### src/rtl/sum_operand_recover.sv
// Recovers operand B = S - A from a WIDTH+1 bit sum S and known operand A, DIGIT bits per cycle, LSB first.
// Latency: WIDTH/DIGIT cycles from accept edge to out_valid (6 for defaults); initiation interval WIDTH/DIGIT+2.
// Backpressure: in_ready only in IDLE; out_ready low holds DONE with opb_o/err_o frozen indefinitely.
//
// Ports:
//   clk, rst          single clock, synchronous active-high reset
//   in_valid/in_ready request handshake carrying sum_i (WIDTH+1) and opa_i (WIDTH)
//   out_valid/out_ready result handshake carrying opb_o (WIDTH) and err_o
//   busy              state is not IDLE
//   err_sticky_o      set by any accepted result with err_o=1, cleared by rst;
//                     only built when SUM_RECOVER_ERR_STICKY_EN is defined, else tied to 0
module sum_operand_recover #(
  parameter int WIDTH = 12,
  parameter int DIGIT = 2
) (
  input  logic             clk,
  input  logic             rst,
  input  logic             in_valid,
  output logic             in_ready,
  input  logic [WIDTH:0]   sum_i,
  input  logic [WIDTH-1:0] opa_i,
  output logic             out_valid,
  input  logic             out_ready,
  output logic [WIDTH-1:0] opb_o,
  output logic             err_o,
  output logic             busy,
  output logic             err_sticky_o
);

  localparam int NDIG = WIDTH / DIGIT;
  localparam int IDXW = (NDIG > 1) ? $clog2(NDIG) : 1;

  if ((WIDTH % DIGIT) != 0) begin : g_bad_digit
    $error("sum_operand_recover: WIDTH must be a multiple of DIGIT");
  end

  typedef enum logic [1:0] {IDLE, RUN, DONE} state_t;

  state_t state_q, state_nxt;

  logic [WIDTH-1:0] sum_q;      // low bits of S, shifted right as digits are consumed
  logic             sum_msb_q;  // S[WIDTH], kept aside for the range check
  logic [WIDTH-1:0] opa_q;
  logic             borrow_q;
  logic [IDXW-1:0]  idx_q;
  logic [WIDTH-1:0] opb_sh_q;   // result digits enter at the top and move down

  logic [DIGIT-1:0]       diff_dig;
  logic                   borrow_nxt;
  logic [WIDTH+DIGIT-1:0] opb_cat;
  logic [WIDTH-1:0]       opb_nxt;
  logic                   last_dig;

  // Ripple subtract of one digit with incoming borrow.
  always_comb begin
    logic b;
    b        = borrow_q;
    diff_dig = '0;
    for (int i = 0; i < DIGIT; i++) begin
      diff_dig[i] = sum_q[i] ^ opa_q[i] ^ b;
      b           = (~sum_q[i] & opa_q[i]) | (~(sum_q[i] ^ opa_q[i]) & b);
    end
    borrow_nxt = b;
    opb_cat    = {diff_dig, opb_sh_q};
    opb_nxt    = opb_cat[WIDTH+DIGIT-1:DIGIT];
    last_dig   = (idx_q == IDXW'(NDIG - 1));
  end

  always_ff @(posedge clk) begin
    if (rst) state_q <= IDLE;
    else     state_q <= state_nxt;
  end

  always_comb begin
    state_nxt = state_q;
    in_ready  = 1'b0;
    out_valid = 1'b0;
    busy      = 1'b1;
    case (state_q)
      IDLE: begin
        in_ready = 1'b1;
        busy     = 1'b0;
        if (in_valid) state_nxt = RUN;
      end
      RUN: begin
        if (last_dig) state_nxt = DONE;
      end
      DONE: begin
        out_valid = 1'b1;
        if (out_ready) state_nxt = IDLE;
      end
      default: state_nxt = IDLE;
    endcase
  end

  always_ff @(posedge clk) begin
    if (rst) begin
      sum_q     <= '0;
      sum_msb_q <= 1'b0;
      opa_q     <= '0;
      borrow_q  <= 1'b0;
      idx_q     <= '0;
      opb_sh_q  <= '0;
      opb_o     <= '0;
      err_o     <= 1'b0;
    end else begin
      case (state_q)
        IDLE: begin
          if (in_valid) begin
            sum_q     <= sum_i[WIDTH-1:0];
            sum_msb_q <= sum_i[WIDTH];
            opa_q     <= opa_i;
            borrow_q  <= 1'b0;
            idx_q     <= '0;
          end
        end
        RUN: begin
          sum_q    <= sum_q >> DIGIT;
          opa_q    <= opa_q >> DIGIT;
          borrow_q <= borrow_nxt;
          opb_sh_q <= opb_nxt;
          idx_q    <= idx_q + 1'b1;
          if (last_dig) begin
            opb_o <= opb_nxt;
            // A final borrow cancels a set S[WIDTH]; any mismatch means B is out of range.
            err_o <= sum_msb_q ^ borrow_nxt;
          end
        end
        default: ;
      endcase
    end
  end

`ifdef SUM_RECOVER_ERR_STICKY_EN
  logic err_sticky_q;
  always_ff @(posedge clk) begin
    if (rst)                                        err_sticky_q <= 1'b0;
    else if (state_q == DONE && out_ready && err_o) err_sticky_q <= 1'b1;
  end
  assign err_sticky_o = err_sticky_q;
`else
  assign err_sticky_o = 1'b0;
`endif

endmodule
### config.mk
export PLATFORM = sky130hd
export DESIGN_NAME = sum_operand_recover
export DESIGN_NICKNAME = d
export VERILOG_FILES = /design/src/rtl/sum_operand_recover.sv
export SDC_FILE = /design/constraint.sdc
export NUM_CORES = 1
export LEC_CHECK = 0
export CAP_MARGIN = 10
export CORE_MARGIN = 2
export CORE_UTILIZATION = 45
export DETAILED_ROUTE_END_ITERATION = 8
export HOLD_SLACK_MARGIN = 0.06
export PLACE_DENSITY = 0.8
export SYNTH_ARGS = -nofsm -noshare
export SYNTH_HDL_FRONTEND = slang
export SYNTH_SLANG_ARGS = --single-unit
### constraint.sdc
create_clock -name clk -period 2 [get_ports clk]
set_input_delay 0.3 -clock clk [delete_from_list [all_inputs] [get_ports clk]]
set_output_delay 0.3 -clock clk [all_outputs]
set_load 0.005 [all_outputs]
==> impl_metrics.py <==
metrics = {
    "pwr": {
        "total_power_mw": 2.11,
        "pwr-share-seq": 0.551,
        "power.density_nw_per_um2": 724,
        "p_clk_frac": 0.297,
        "power.internal_mw": 1.55,
        "p_leak_nw": 1.04,
        "p_sw_mw": 0.560,
        "vdd_drop_max_v": 0.000568,
        "netSwitchingFraction": 0.266,
        "p_comb_frac": 0.151,
    },
    "yosys": {
        "synthesis.nets": 275,
        "netlist_top_cells_area": "dfxtp_1 45%, a211oi_2 12%, mux2i_1 8.8%",
        "synth_largest_area_cell": "dfxtp_1",
        "async_flop_share": 0,
        "synthesis.area_um2": 2390,
        "yosysWarnings": 0,
        "yosysSeqAreaShare": 0.452,
        "synth_top_area_frac": 0.452,
        "synth-seq-cells": 54,
        "synth_cells": 242,
        "synth-edff-count": 0,
        "synth_flop_cell": "dfxtp_1",
        "avgSynthCellArea_um2": 9.89,
        "yosysUniqueCellTypes": 35,
    },
    "sta": {
        "finalHoldViolations": 0,
        "maxSlewViolCount": 0,
        "finalSetupTns_ps": 0,
        "setup_viol": 0,
        "holdWs_ps": 458,
        "post-route-period-util": 0.959,
        "rsz0062_at_grt": "false",
        "min_period_ps": 1920,
        "clock_skew_ps": 5.78,
        "clock.fmax_mhz": 521,
        "maxSlewHeadroom": 0.575,
        "tightest_slew_ps": 638,
    },
    "floorplan": {
        "rows": 26,
        "start_util": 0.469,
        "dieArea_um2": 5920,
        "core-area_um2": 5110,
        "die_x_um": 76.9,
        "ios": 46,
        "die_h_um": 76.9,
    },
    "route": {
        "vias_per_cell": 5.13,
        "drt-total-wl_mm": 4.38,
        "wl_per_cell_um": 12.5,
        "first_pass_iters": 4,
        "antenna_left": 0,
        "drc": 0,
        "drt_iter0_markers": 126,
        "vias": 1795,
    },
    "global_routing": {
        "grt_max_degree": 35,
        "grt_pass1_vias": 1665,
        "grt_pass1_wl_mm": 7.58,
        "antenna_found_initial": 0,
        "gr-usage-all-layers": 0.159,
        "grt_remaining_overflow": 0,
    },
    "clocking": {
        "worstSkewPairLatency_ps": 310,
        "cts_hold_buffers": 0,
        "cts_tree": "built",
        "h-tree-depth": 2,
        "cts_sinks": 54,
        "cts-resized-gates": 0,
        "cts-root-buf": "clkbuf_8",
        "clockBufferDepth": 2,
        "cts_buffers": 5,
        "cts_setup_buffers": 0,
        "path_clk_slew_ps": 100,
    },
    "final_layout": {
        "final_layout_size_suffix_gt1_frac": 0.154,
        "fin_nets": 312,
        "synthToLayoutAreaGrowth_pct": 21.5,
        "layout_commonest_cell": "dfxtp_1",
        "final_cell_mix": "54 x dfxtp_1, 43 x clkdlybuf4s50_1, 37 x nand2_1, 34 x nor2_1, 22 x a211oi_2",
        "antenna_cells": 0,
    },
    "worst_setup_path": {
        "crit_path_max_incr_delay_ps": 490,
        "cpMaxStageDelayCell": "clkdlybuf4s50_1",
        "crit_fanout": 10,
        "required_ps": 1700,
        "path_class": "reg -> out",
        "arrival_ps": 1620,
        "crit_path_start_kind": "flip-flop",
        "cp_cell_sequence": "or2_2, inv_1, clkdlybuf4s50_1",
        "endpoint_kind": "output port",
    },
    "placed_design": {
        "portBuffers": 44,
        "dp_hpwl_mm": 3.14,
        "gp_congestion": 0.736,
    },
    "job": {
        "drv_cap": 0,
    },
    "run_status": {
        "status": "complete, no violations",
    },
    "hold_path": {
        "min_path_type": "reg -> reg",
    },
}
[sequential cells by signal, summed over array words and instances (netlist names)]
| signal | flops |
|---|---|
| opa_q | 12 |
| borrow_q | 1 |
| sum_msb_q | 1 |
| sum_q | 12 |
| opb_o | 12 |
| idx_q | 3 |
| opb_sh_q | 10 |
| err_o | 1 |
| state_q | 2 |
[final timing paths]
kind	from	depth (start not counted)	slack, ps	endpoint
hold / removal	opb_o[3]$_SDFFE_PP0P_	2	460	opb_o[3]$_SDFFE_PP0P_
hold reg to reg	opb_o[3]$_SDFFE_PP0P_	2	460	opb_o[3]$_SDFFE_PP0P_
setup / recovery	state_q[1]$_SDFFE_PP0P_	3	80	in_ready
setup reg to reg	sum_q[0]$_SDFFE_PP0P_	5	340	err_o$_SDFFE_PP0P_
[Yosys cell counts, types with 2 or more instances]
master and n:
a21oi_1 19, a211oi_2 22, mux2i_1 21, ha_1 2
buf_4 4, inv_1 4, nor2_1 34, buf_6 8
buf_1 3, fa_1 2, a211oi_1 4, nand2_1 37
clkbuf_1 3, dfxtp_1 54, a22oi_1 5
[layer usage]
metal  routed length, um  GRT usage
met5                   0          0
met4                  68     0.0600
met3                 219     0.0447
met2                2170      0.271
met1                1920      0.190
[area by class of cell]
| class | count | area, um^2 |
|---|---|---|
| inverters | 4 | 15.0 |
| flip-flops and latches | 54 | 1080 |
| clock inverters | 3 | 25.0 |
| multi-input cells | 163 | 1130 |
| clock buffers | 5 | 68.8 |
| well taps | 70 | 87.6 |
| repair buffers | 51 | 500 |
| fillers | 472 | 2200 |
[logic make-up after synthesis]
family	share of synthesized area
and+or+nand+nor	0.147
xor gates and xnor gates	0.00366
DFF	0.452
other	0.00157
muxes	0.0878
AOI/OAI and AO/OA	0.204
buffers and inverters	0.0763
adders and majority gates	0.0272
[power groups by stage]
stage	sequential [mW]	combinational (mW)	clock (mW)
detailed placement	1.19	0.321	0
global route	1.17	0.351	0.687
finish	1.16	0.318	0.626
global placement	1.18	0.315	0
CTS	1.16	0.323	0.640
floorplan	1.18	0.234	0
[worst max-delay path, delay by kind of cell, from the launching register on]
kind          cells  cell delay [ps]
buf+inv           2              540
flops             1              430
simple gates      1              340
[metrics by stage]
step | utilization | cell area [um^2] | setup slack [ps] | cells
CTS | 0.569 | 2910 | 58.5 | 350
finish | 0.569 | 2910 | 81.9 | 350
global placement | 0.551 | 2810 | 367 | 342
detailed placement | 0.551 | 2810 | 340 | 342
global route | 0.569 | 2910 | 1.10 | 350
floorplan | - | 2390 | 413 | 242
Power figures use the tool's default switching activity.
